<file path="config.mk">
export PLATFORM = sky130hd
export DESIGN_NAME = sel_rr
export DESIGN_NICKNAME = d
export VERILOG_FILES = /design/src/rtl/sel_rr.sv
export SDC_FILE = /design/constraint.sdc
export NUM_CORES = 1
export LEC_CHECK = 0
export CAP_MARGIN = 20
export CORE_MARGIN = 2
export CORE_UTILIZATION = 38
export CTS_CLUSTER_SIZE = 16
export DETAILED_ROUTE_END_ITERATION = 7
export HOLD_SLACK_MARGIN = 0.02
export MAX_ROUTING_LAYER = met4
export PLACE_DENSITY = 0.79
export SLEW_MARGIN = 30
export SYNTH_ARGS = -nofsm -noshare
export SYNTH_HDL_FRONTEND = slang
export SYNTH_SLANG_ARGS = --single-unit
</file>
<file path="constraint.sdc">
create_clock -name clk -period 3.3 [get_ports clk]
set_input_delay 0.33 -clock clk [delete_from_list [all_inputs] [get_ports clk]]
set_output_delay 0.33 -clock clk [all_outputs]
set_load 0.02 [all_outputs]
</file>
<file path="src/rtl/sel_rr.sv">
// sel_rr: CH-to-1 stream selector with fixed (sel) or round-robin arbitration and a registered output stage.
// Optional packet lock (adds in_last) when SEL_RR_PKT_LOCK_EN is defined.
module sel_rr #(
    parameter int WIDTH = 8,
    parameter int CH    = 4,
    parameter int SW    = $clog2(CH)
) (
    input  logic                clk,
    input  logic                rst_n,
    input  logic [CH*WIDTH-1:0] in_data,
    input  logic [CH-1:0]       in_valid,
`ifdef SEL_RR_PKT_LOCK_EN
    input  logic [CH-1:0]       in_last,
`endif
    output logic [CH-1:0]       in_ready,
    input  logic                mode,
    input  logic [SW-1:0]       sel,
    output logic [WIDTH-1:0]    out_data,
    output logic                out_valid,
    input  logic                out_ready,
    output logic [SW-1:0]       grant
);
    logic [SW-1:0]    ptr, rr_idx, gidx;
    logic [WIDTH-1:0] gdata;
    logic             hit, free, accept, adv;
`ifdef SEL_RR_PKT_LOCK_EN
    logic             lock, last;
    logic [SW-1:0]    lock_ch;
`endif
    assign free   = !out_valid || out_ready;
    assign accept = rst_n && free && hit;
    always_comb begin
        rr_idx = ptr;
        // descending scan so the smallest offset from ptr wins
        for (int i = CH - 1; i >= 0; i--)
            if (in_valid[(int'(ptr) + i) % CH]) rr_idx = SW'((int'(ptr) + i) % CH);
`ifdef SEL_RR_PKT_LOCK_EN
        gidx = lock ? lock_ch : mode ? rr_idx : sel;
        last = 1'b0;
`else
        gidx = mode ? rr_idx : sel;
`endif
        hit   = 1'b0;
        gdata = '0;
        for (int c = 0; c < CH; c++)
            if (int'(gidx) == c) begin
                hit   = in_valid[c];
                gdata = in_data[c*WIDTH +: WIDTH];
`ifdef SEL_RR_PKT_LOCK_EN
                last  = in_last[c];
`endif
            end
        for (int c = 0; c < CH; c++) in_ready[c] = accept && int'(gidx) == c;
`ifdef SEL_RR_PKT_LOCK_EN
        adv = accept && mode && last;
`else
        adv = accept && mode;
`endif
    end
    always_ff @(posedge clk or negedge rst_n) begin
        if (!rst_n) begin
            out_valid <= 1'b0;
            out_data  <= '0;
            grant     <= '0;
            ptr       <= '0;
        end else begin
            if (accept) begin
                out_valid <= 1'b1;
                out_data  <= gdata;
                grant     <= gidx;
            end else if (out_ready) begin
                out_valid <= 1'b0;
            end
            if (adv) ptr <= (int'(gidx) == CH - 1) ? '0 : gidx + 1'b1;
        end
    end
`ifdef SEL_RR_PKT_LOCK_EN
    always_ff @(posedge clk or negedge rst_n) begin
        if (!rst_n) begin
            lock    <= 1'b0;
            lock_ch <= '0;
        end else if (accept) begin
            lock    <= !last;
            lock_ch <= gidx;
        end
    end
`endif
endmodule

</file>
==> impl_metrics.json, run 1 <==
{
  "postSynthCellCount": 108,
  "die-area_um2": 3160,
  "ys_seq_area_share_pct": 31.4,
  "avgViaCountPerCell": 5.22,
  "synthesis.nets": 154,
  "port-buffer-count": 56,
  "first_global_vias": 1213,
  "num_rows": 18,
  "cts_tree": "yes",
  "instances_no_fill": 220,
  "ys_types": 34,
  "rsz0062_at_grt": "true",
  "finalNetCount": 237,
  "met1_usage_pct": 24.8,
  "max_cap_viol_count": 0,
  "synth_area_um2": 1040,
  "drv_slew": 0,
  "grt_busiest_layer": "met2",
  "fmax_mhz": 313,
  "routed_wl_um": 3260,
  "cp-end-kind": "output port",
  "finalCriticalPeriod_ps": 3190,
  "hold_buffers": 0,
  "overflow": 0,
  "synth_seq_cells": 13,
  "met3_usage_pct": 3.26,
  "post-place-ws_ps": -350,
  "power.leakage_nw": 0.832,
  "numCtsBuffers": 3,
  "finalHoldViolCount": 0,
  "die_y_um": 56.2,
  "drive_above_1_share_pct": 28.4,
  "grt_max_degree": 15,
  "hold_ws_ps": 427,
  "status": "finished clean",
  "clk_latency_ps": 280,
  "dp_hpwl_um": 2600,
  "hold_class": "input port to asynchronous set/reset pin",
  "ctsLongestPathBuffers": 2,
  "worstMarginPinSlew_ps": 318,
  "clkSlewWorstSetupHoldPaths_ps": 90,
  "area_growth_pct": 77.6,
  "clock_sinks": 13,
  "vias": 1148,
  "start_util_pct": 41.1,
  "min_period_over_period_pct": 96.8,
  "clock_skew_ps": 2.71,
  "setup_viol": 0,
  "antenna_found_initial": 0,
  "first_iter_violations": 29,
  "drtPass1Iterations": 4,
  "critPathMaxFanout": 6,
  "power_density_nw_per_um2": 626,
  "gp_congestion": 0.839,
  "crit_path_start_kind": "input port",
  "drcViolationCount": 0,
  "post_drt_wl_per_cell_um": 14.8,
  "yosysWarnings": 0,
  "cts_root_buffer": "clkbuf_4",
  "arrival_ps": 2860,
  "ys_top_cells_by_area": "dfrtp_1, mux2_4, a221oi_1",
  "grt_use_met2_pct": 39.0,
  "worstPathRequired_ps": 2970,
  "core_um2": 2520,
  "synth_top_cell_by_area": "dfrtp_1",
  "n_antenna_cell": 0,
  "die_x_um": 56.2,
  "vdd_drop_max_v": 0.000501,
  "htreeDepth": 1,
  "critPathKind": "input port to output port",
  "slew_headroom_pct": 78.6,
  "track_usage_pct": 21.8,
  "syn_area_per_cell_um2": 9.60,
  "worst_slack_ps": 106,
  "io_pins": 57,
  "yosysTopAreaCellShare_pct": 31.4,
  "ant_nets": 0,
  "dp.cells": 215,
  "grt_pass1_wl_um": 5360
}
layout by cell type, fill, tap and decap left out, types with 2 or more instances in the layout:
cell type,n
a21oi_1,3
clkdlybuf4s50_1,50
nand2_1,10
nand2b_1,5
o21ai_0,2
a221oi_1,7
nor3_1,2
o31ai_1,7
buf_4,29
dlygate4sd2_1,2
mux2_4,7
nor2b_1,8
nor2_1,2
clkbuf_2,3
a21oi_2,2
inv_1,8
mux2_2,4
and2_1,3
dfrtp_1,13
ha_1,4
clkbuf_4,3
metrics by stage:
step	instance area [um^2]	util (%)	setup TNS [ps]	power [mW]
floorplan	1040	-	0	0.697
global placement	1810	71.6	-541	1.02
detailed placement	1810	71.6	-1050	1.04
CTS	1850	73.3	0	1.16
global route	1840	73.0	0	1.22
finish	1840	73.0	0	1.15
logic make-up (layout without fill, tap and decap cells):
kind of cell / Yosys count / in the layout / synth area share, %
buffers and inverters: 15 / 97 / 6.76
AOI/OAI and AO/OA: 29 / 29 / 22.6
adders and majority gates: 4 / 4 / 4.83
DFF: 13 / 13 / 31.4
and+or+nand+nor: 35 / 35 / 19.1
muxes: 12 / 12 / 15.4
routing by layer:
metal	vias to the layer above	share of wire (%)	wire length [um]
li1	555	-	-
met1	534	42	1370
met2	53	50	1640
met3	6	6.6	215
met4	0	1.2	38
met5	-	0	0
cells in the mapped netlist (all sizes together):
cell type  number
mux2i           1
buf             4
o41ai           1
nor2            3
nor3b           1
a21oi           5
o32ai           1
nand2b          5
or3b            1
nor3            2
clkbuf          3
a211o           1
mux2           11
a21boi          1
a211oi          1
inv             8
nor2b           8
a221oi          7
ha              4
a22o            1
and4            1
o21ai           2
or2             1
o2111ai         1
o31ai           7
nand2          10
dfrtp          13
and2            3
a2111oi         1
sequential cells by signal, summed over array words and instances, names as in the netlist:
name / cells
ptr: 2
grant: 2
out_valid: 1
out_data: 8
critical path, stage by stage:
cell and delay (ps):
clkdlybuf4s50_1 510, nor2_1 200, o32ai_2 130, o41ai_2 350
buf_4 180, inv_1 60, ha_1 230, a211o_1 290
a21oi_2 190, nor2_4 90, and2_1 160, clkbuf_2 150
where the power goes:
group,internal [mW],switching (mW)
clock network,0.0470,0.0566
registers,0.236,0.0537
logic,0.430,0.330
final timing paths:
path                               end  slack (ps)         from  cells after the start
max in group asynchronous  out_data[6]        2710        rst_n                      2
setup reg to reg                ptr[1]         590       ptr[1]                     12
hold reg to reg            out_data[1]         510  out_data[1]                      1
hold / removal             out_data[3]         430        rst_n                      2
min in group clk           out_data[1]         510  out_data[1]                      1
setup / recovery           in_ready[0]         110  in_valid[0]                     12
area by class of cell:
type | instances | area [um^2]
Multi-Input combinational cell | 80 | 659
Tap cell | 30 | 37.5
Fill cell | 199 | 681
Inverter | 8 | 30.0
Clock buffer | 4 | 26.3
Timing Repair Buffer | 85 | 763
Sequential cell | 13 | 325
what timing repair did:
action,4_1_cts,5_1_grt
pin swaps,1,0
buffers inserted,1,0
gates cloned,0,0
resized for setup,10,6
endpoints found under the setup margin,4,4
No activity file was read; power rests on OpenSTA's default activity.
==> run 2, diff against run 1 <==
CTS_CLUSTER_DIAMETER = 100   (was unset)
==> results of run 2 <==
Same layout as run 1: the final DEF is identical, and so are final timing and power.
==> run 3, diff against run 2 <==
CORE_MARGIN = 1.5   (was 2)
CORE_UTILIZATION = 40   (was 38)
CTS_BUF_LIST = sky130_fd_sc_hd__clkbuf_2   (was unset)
CTS_CLUSTER_DIAMETER = unset   (was 100)
PLACE_DENSITY = 0.83   (was 0.79)
==> run 3 against run 2 <==
Against the previous run: worst hold slack lost 2.4 ps; global-route usage is 3.1 points higher; routed wire length up 11%; final area is 2.7% higher; sequential cell count unchanged; critical endpoint unchanged; highest routed layer unchanged.
==> impl_metrics.json, run 3 (same netlist as run 1, synthesis figures left out) <==
{
  "vdd_drop_max_v": 0.000509,
  "area_growth_pct": 82.4,
  "n_antenna_cell": 0,
  "grt_max_degree": 15,
  "first_iter_violations": 32,
  "layout.area.seq_um2": 327,
  "power.leakage_nw": 0.865,
  "setup_viol": 0,
  "vias": 1179,
  "critPathCapture": "in_ready[0]",
  "die-area_um2": 2910,
  "reg2reg_from": "ptr[0]",
  "max_cap_viol_count": 0,
  "r2r_slack_ps": 440,
  "critical-path-slowest-cell": "clkdlybuf4s50_1",
  "dp_hpwl_um": 2750,
  "reg_top3": "out_data (8), grant (2), ptr (2)",
  "first_global_vias": 1121,
  "regMostFlops": "out_data",
  "clock_sinks": 13,
  "worstPathRequired_ps": 2970,
  "status": "finished clean",
  "crit_path_start_kind": "input port",
  "clock_skew_ps": 6.76,
  "clkSlewWorstSetupHoldPaths_ps": 160,
  "overflow": 0,
  "cts_tree": "yes",
  "arrival_ps": 2850,
  "num_rows": 18,
  "core_um2": 2450,
  "finalNetCount": 238,
  "drive_above_1_share_pct": 30.4,
  "avgViaCountPerCell": 5.33,
  "cp-end-kind": "output port",
  "post-place-ws_ps": -224,
  "fillCellCount": 169,
  "cts_root_buffer": "clkbuf_2",
  "rr_worst_depth": 13,
  "hold_buffers": 0,
  "drcViolationCount": 0,
  "largest_reg_flops": 8,
  "hold_class": "input port to asynchronous set/reset pin",
  "r2r-end": "ptr[1]",
  "drtPass1Iterations": 4,
  "htreeDepth": 1,
  "track_usage_pct": 25.0,
  "die_x_um": 53.9,
  "clk_latency_ps": 290,
  "multi_input_area_um2": 686,
  "fin_util_pct": 77.1,
  "path_cells": "clkdlybuf4s50_1 -> inv_1 -> a2111oi_2 -> a211oi_1 -> buf_4 -> buf_4 -> ha_2 -> a211o_1 -> a21oi_2 -> nor2_4 -> and2_1 -> dlygate4sd2_1",
  "worst_slack_ps": 123,
  "ant_nets": 0,
  "critPathMaxFanout": 6,
  "worst_path_most_repeated_cell": "buf_4",
  "post_drt_wl_per_cell_um": 16.3,
  "fmax_mhz": 315,
  "die_y_um": 53.9,
  "finalCriticalPeriod_ps": 3180,
  "gp_congestion": 0.900,
  "worstMarginPinSlew_ps": 345,
  "layout_commonest_cell": "clkdlybuf4s50_1",
  "cpPeakStageDelay_ps": 490,
  "io_pins": 57,
  "routed_wl_um": 3610,
  "antenna_found_initial": 0,
  "ctsLongestPathBuffers": 2,
  "critPathKind": "input port to output port",
  "finalHoldViolCount": 0,
  "power_density_nw_per_um2": 619,
  "slew_headroom_pct": 76.8,
  "final_cell_mix": "clkdlybuf4s50_1, buf_4, dfrtp_1",
  "startpoint": "mode",
  "min_period_over_period_pct": 96.3,
  "grt_pass1_wl_um": 5080,
  "drv_slew": 0,
  "numCtsBuffers": 3,
  "start_util_pct": 42.3,
  "port-buffer-count": 56
}
## run 3: worst min-delay path by stage
stage	startpoint	endpoint	cells after the start
after floorplan	rst_n	grant[0]	0
after global placement	out_data[2]	out_data[2]	1
after detailed placement	out_data[5]	out_data[5]	1
after CTS	rst_n	out_data[2]	2
after global routing	rst_n	out_data[5]	2
final	rst_n	out_data[5]	2
## run 3: repair_timing
action	in CTS	in global routing
gates resized for setup	5	14
pin swaps	1	2
setup buffers	1	1
endpoints found under the setup margin	3	3
## run 3: per-layer routing
layer | GRT usage [%] | share of wire, %
met1 | 29.5 | 42
met5 | - | 0
met4 | 5.13 | 0.39
met2 | 44.5 | 51
met3 | 3.89 | 6.5
## run 3: stage by stage
stage               total power, mW  hold slack [ps]  cells  area [um^2]  setup TNS [ps]
floorplan                     0.697             34.4    108         1040               0
global placement               1.02              494    215         1810            -465
detailed placement             1.04              500    215         1810            -645
CTS                            1.14              427    220         1840               0
global route                   1.23              432    221         1890           -38.3
finish                         1.17              425    221         1890               0
## run 3: cell type report
cell class                 instances  share of cell area [%]
sequential                        13                    17.3
multi-input combinational         80                    36.2
clock buffer                       4                    1.06
tap                               30                    1.98
inverter                           8                    1.59
timing repair buffer              86                    41.9
## run 3: worst max-delay path, delay by kind of cell
family / cells / cell delay, ps
buffers and inverters: 5 / 1170
AO/OA/AOI/OAI: 4 / 910
adder cells (fa/ha/maj): 1 / 190
AND/OR/NAND/NOR: 2 / 250
## run 3: report_power, final
part / internal [mW] / switching, mW
Clock: 0.0321 / 0.0621
Combinational: 0.441 / 0.339
Sequential: 0.236 / 0.0603
Total: 0.710 / 0.461
==> RTL edit 1, RTL diff (config.mk and constraints of run 2) <==
Change the parameter `WIDTH` from 8 to 7.
--- a/src/rtl/sel_rr.sv
+++ b/src/rtl/sel_rr.sv
@@ -1,7 +1,7 @@
 // sel_rr: CH-to-1 stream selector with fixed (sel) or round-robin arbitration and a registered output stage.
 // Optional packet lock (adds in_last) when SEL_RR_PKT_LOCK_EN is defined.
 module sel_rr #(
-    parameter int WIDTH = 8,
+    parameter int WIDTH = 7,
     parameter int CH    = 4,
     parameter int SW    = $clog2(CH)
 ) (
Interface: changed (resized in_data and out_data); port bits go from 57 to 52. The function was not compared with the original's and may differ.
==> RTL edit 1 against run 2 <==
Via count down 7.8%; synthesized area shrank 8.2%; total power is 7.3% lower; count of clock-buffer cells in the layout stayed put; core utilization decreased by 3.9 points; maximum frequency increased by 2.0%; wire length is 3.4% lower; worst setup slack better by 0.063 ns; design area fell by 8.8%; sequential cell count decreased by 1.
==> RTL edit 1: results <==
[setup_path]
worstPathArrival_ns = 2.80
r2r_end = ptr[1]
path_delay_family = buffers and inverters
cpPeakStageDelay_ns = 0.53
reg2reg_depth = 11
crit_fanout = 5
startpoint = mode
worst-r2r-setup-slack_ns = 0.46
crit_end = in_ready[1]
slowest_stage = clkdlybuf4s50_1

[placed_design]
place_congestion = 0.819
place_area_sq_um = 1630
io_buffers = 51
dp_slack_ns = -0.212
place_inst = 197
hpwl_microns = 2260

[route]
wl_met3_microns = 280
viasPerCell = 5.24
m1WireLength_microns = 1250
wl_met2_microns = 1610
wl_per_cell_microns = 15.6
top_layer = met3
finalWirelength_microns = 3150
first_pass_iters = 4
drtIter0Drc = 17

[layout]
reg.largest.list = out_data (7), grant (2), ptr (2)
final_nets = 215
layout-drive-gt1-share = 0.267

[sta]
finalMaxSlewViolations = 0
final.setup_skew_ns = 0.00607
worst_slack_ns = 0.169
whs_ns = 0.471
slew_headroom = 0.735

[synth]
synth_area_leaders = dfrtp_1 (32%), mux2_4 (11%), a221oi_1 (5.5%)
ys_seq_area_frac = 0.315
yosys_warnings = 0
synth_common_cells = dfrtp_1 (12), nand2_1 (9), inv_1 (8)
postSynth.asyncResetShare = 1.00
synth_cells = 100
mappedNetlistNets = 142

[clock_network]
cts_root_buf = clkbuf_4
cts_resized = 5
cts_hold_buf = 0

[power_and_ir_drop]
p_leak_nw = 0.769
peakVddDrop_uv = 389

[global_routing]
met2_usage = 0.435
grt_max_degree = 16
first_global_vias = 1036
grtUsageMet3 = 0.0306
grt_util_met1 = 0.253
track_usage = 0.232
grt_pass1_wl_microns = 4660
antenna_found_initial = 0

[status]
status = finished, final reports clean

[hold_path]
min_path_type = primary input to async pin
-- RTL edit 1: power breakdown --
part | switching, W | internal, W | leakage [nW]
combinational | 0.000299 | 0.000382 | 0.602
clock | 0.0000507 | 0.0000670 | 0.0210
sequential | 0.0000526 | 0.000218 | 0.146
-- RTL edit 1: layout make-up --
class                      instances  area (sq um)
fill                             188           752
timing repair buffer              73           667
multi-input combinational         75           609
sequential                        12           300
tap                               30          37.5
clock buffer                       4          36.3
inverter                           8          30.0
-- RTL edit 1: worst register-to-register path, stage by stage (launching register included) --
cell and delay [ns]:
dfrtp_1 0.48, nand2_1 0.10, a2111oi_2 0.45, a211oi_2 0.10, buf_4 0.16, ha_1 0.22
buf_4 0.15, inv_1 0.06, o2111ai_2 0.13, buf_4 0.17, nor3_1 0.31, mux2_2 0.38
-- RTL edit 1: logic make-up after synthesis --
group,share of synthesized area
AO/OA/AOI/OAI,0.221
flip-flops,0.315
buffers and inverters,0.0618
multiplexers,0.156
adder cells (fa/ha/maj),0.0526
AND/OR/NAND/NOR,0.193
==> RTL edit 2, RTL diff (settings of run 2) <==
Made on the original files. Add a define of `SEL_RR_PKT_LOCK_EN`.
--- a/src/rtl/sel_rr.sv
+++ b/src/rtl/sel_rr.sv
@@ -1,5 +1,7 @@
 // sel_rr: CH-to-1 stream selector with fixed (sel) or round-robin arbitration and a registered output stage.
 // Optional packet lock (adds in_last) when SEL_RR_PKT_LOCK_EN is defined.
+`define SEL_RR_PKT_LOCK_EN
+
 module sel_rr #(
     parameter int WIDTH = 8,
     parameter int CH    = 4,
Ports: changed (added in_last); port bits go from 57 to 61. No check against the original RTL was run, so the function may have changed too.
==> RTL edit 2 against run 2 <==
Total power rose by 58%; synthesized area up 12%; wire length increased by 15%; design area grew 4.1%; worst setup slack improved by 0.040 ns; maximum frequency increased by 1.3%; sequential cell count increased by 1; count of clock-buffer cells in the layout unchanged.
==> RTL edit 2: results <==
[placed_design]
place_congestion = 0.863
hpwl_microns = 2870
io_buffers = 60

[setup_path]
r2r_end = out_data[0]
reg2reg_depth = 11
worstPathArrival_ns = 2.82
crit_fanout = 5

[power_and_ir_drop]
p_leak_nw = 0.839
peakVddDrop_uv = 524

[synth]
synth_area_leaders = dfrtp_1 (30%), mux2_4 (10%), nor2b_1 (6.5%)
synth_cells = 120
mappedNetlistNets = 170
synth_common_cells = dfrtp_1 (14), nand2_1 (13), nor2b_1 (12)
ys_types = 39

[layout]
nFillCells = 245
stdcell_count = 229

[route]
vias = 1264
drtIter0Drc = 127

[global_routing]
grt_pass1_wl_microns = 5620
grt_max_degree = 21
first_global_vias = 1242
track_usage = 0.216

[status]
status = finished, final reports clean

[sta]
tightestPinTransition_ns = 0.297
final.setup_skew_ns = 0.00221
==> RTL edit 2: cell count changes in the layout (fill, tap and decap cells not counted), sizes merged, moves of 4 or more <==
| cell | run 2 | this run |
|---|---|---|
| buf | 29 | 19 |
| clkdlybuf4s50 | 50 | 56 |
| nor2b | 8 | 12 |
| and3 | 0 | 5 |
| inv | 8 | 4 |
==> RTL edit 2: area by class of cell <==
type                            count  area share
Clock buffer                        4      0.0189
Inverter                            4     0.00783
Multi-Input combinational cell     95       0.392
Sequential cell                    14       0.183
Tap cell                           33      0.0215
Timing Repair Buffer               79       0.377
==> RTL edit 2: kinds of logic after synthesis <==
logic type / count (synthesis) / share of synthesized area
AND/OR/NAND/NOR: 43 / 0.207
flip-flops: 14 / 0.302
multiplexers: 12 / 0.141
adder cells (fa/ha/maj): 4 / 0.0431
buffers and inverters: 11 / 0.0506
AO/OA/AOI/OAI: 36 / 0.256
==> RTL edit 2: worst max-delay path, cell delays in order <==
cell,delay (ns)
clkdlybuf4s50_1,0.55
nor2_1,0.06
a221o_1,0.29
a311o_1,0.35
o21a_1,0.14
ha_1,0.20
buf_4,0.14
a211oi_2,0.28
a211oi_4,0.12
and3_1,0.19
clkbuf_2,0.15
==> RTL edit 2: what timing repair did <==
item | in CTS | in global routing
buffers inserted | 0 | 0
resized for setup | 4 | 8
endpoints found under the setup margin | 4 | 4
==> RTL edit 2: power breakdown <==
group	switching (W)	internal, W
clock network	0.0000601	0.0000671
registers	0.0000646	0.000260
logic	0.000653	0.000720
==> RTL edit 2: stage by stage <==
| stage | area [sq um] | hold WS [ns] | setup WS, ns | power [W] |
|---|---|---|---|---|
| detailed placement | 1900 | 0.492 | -0.262 | 0.00170 |
| floorplan | 1160 | 0.0344 | 0.605 | 0.00121 |
| finish | 1920 | 0.389 | 0.145 | 0.00182 |
| CTS | 1930 | 0.397 | -0.000295 | 0.00183 |
| global route | 1920 | 0.414 | 0.00633 | 0.00196 |
| global placement | 1900 | 0.492 | -0.178 | 0.00166 |
==> RTL edit 2: worst min-delay path by stage <==
stage | from | to | slack (ns) | cells past startpoint
3_5_place_dp | out_data[6] | out_data[6] | 0.49 | 1
3_3_place_gp | out_data[6] | out_data[6] | 0.49 | 1
5_1_grt | rst_n | out_data[4] | 0.41 | 2
2_1_floorplan | rst_n | grant[0] | 0.03 | 0
6_report | rst_n | out_data[5] | 0.39 | 2
4_1_cts | rst_n | out_data[7] | 0.40 | 2
==> RTL edit 2: routing by layer <==
layer | vias to the layer above | share of wire | global-route usage
li1 | 602 | - | -
met1 | 594 | 0.41 | 0.254
met2 | 60 | 0.49 | 0.377
met3 | 8 | 0.086 | 0.0371
met4 | 0 | 0.012 | 0.0584
met5 | - | 0 | -
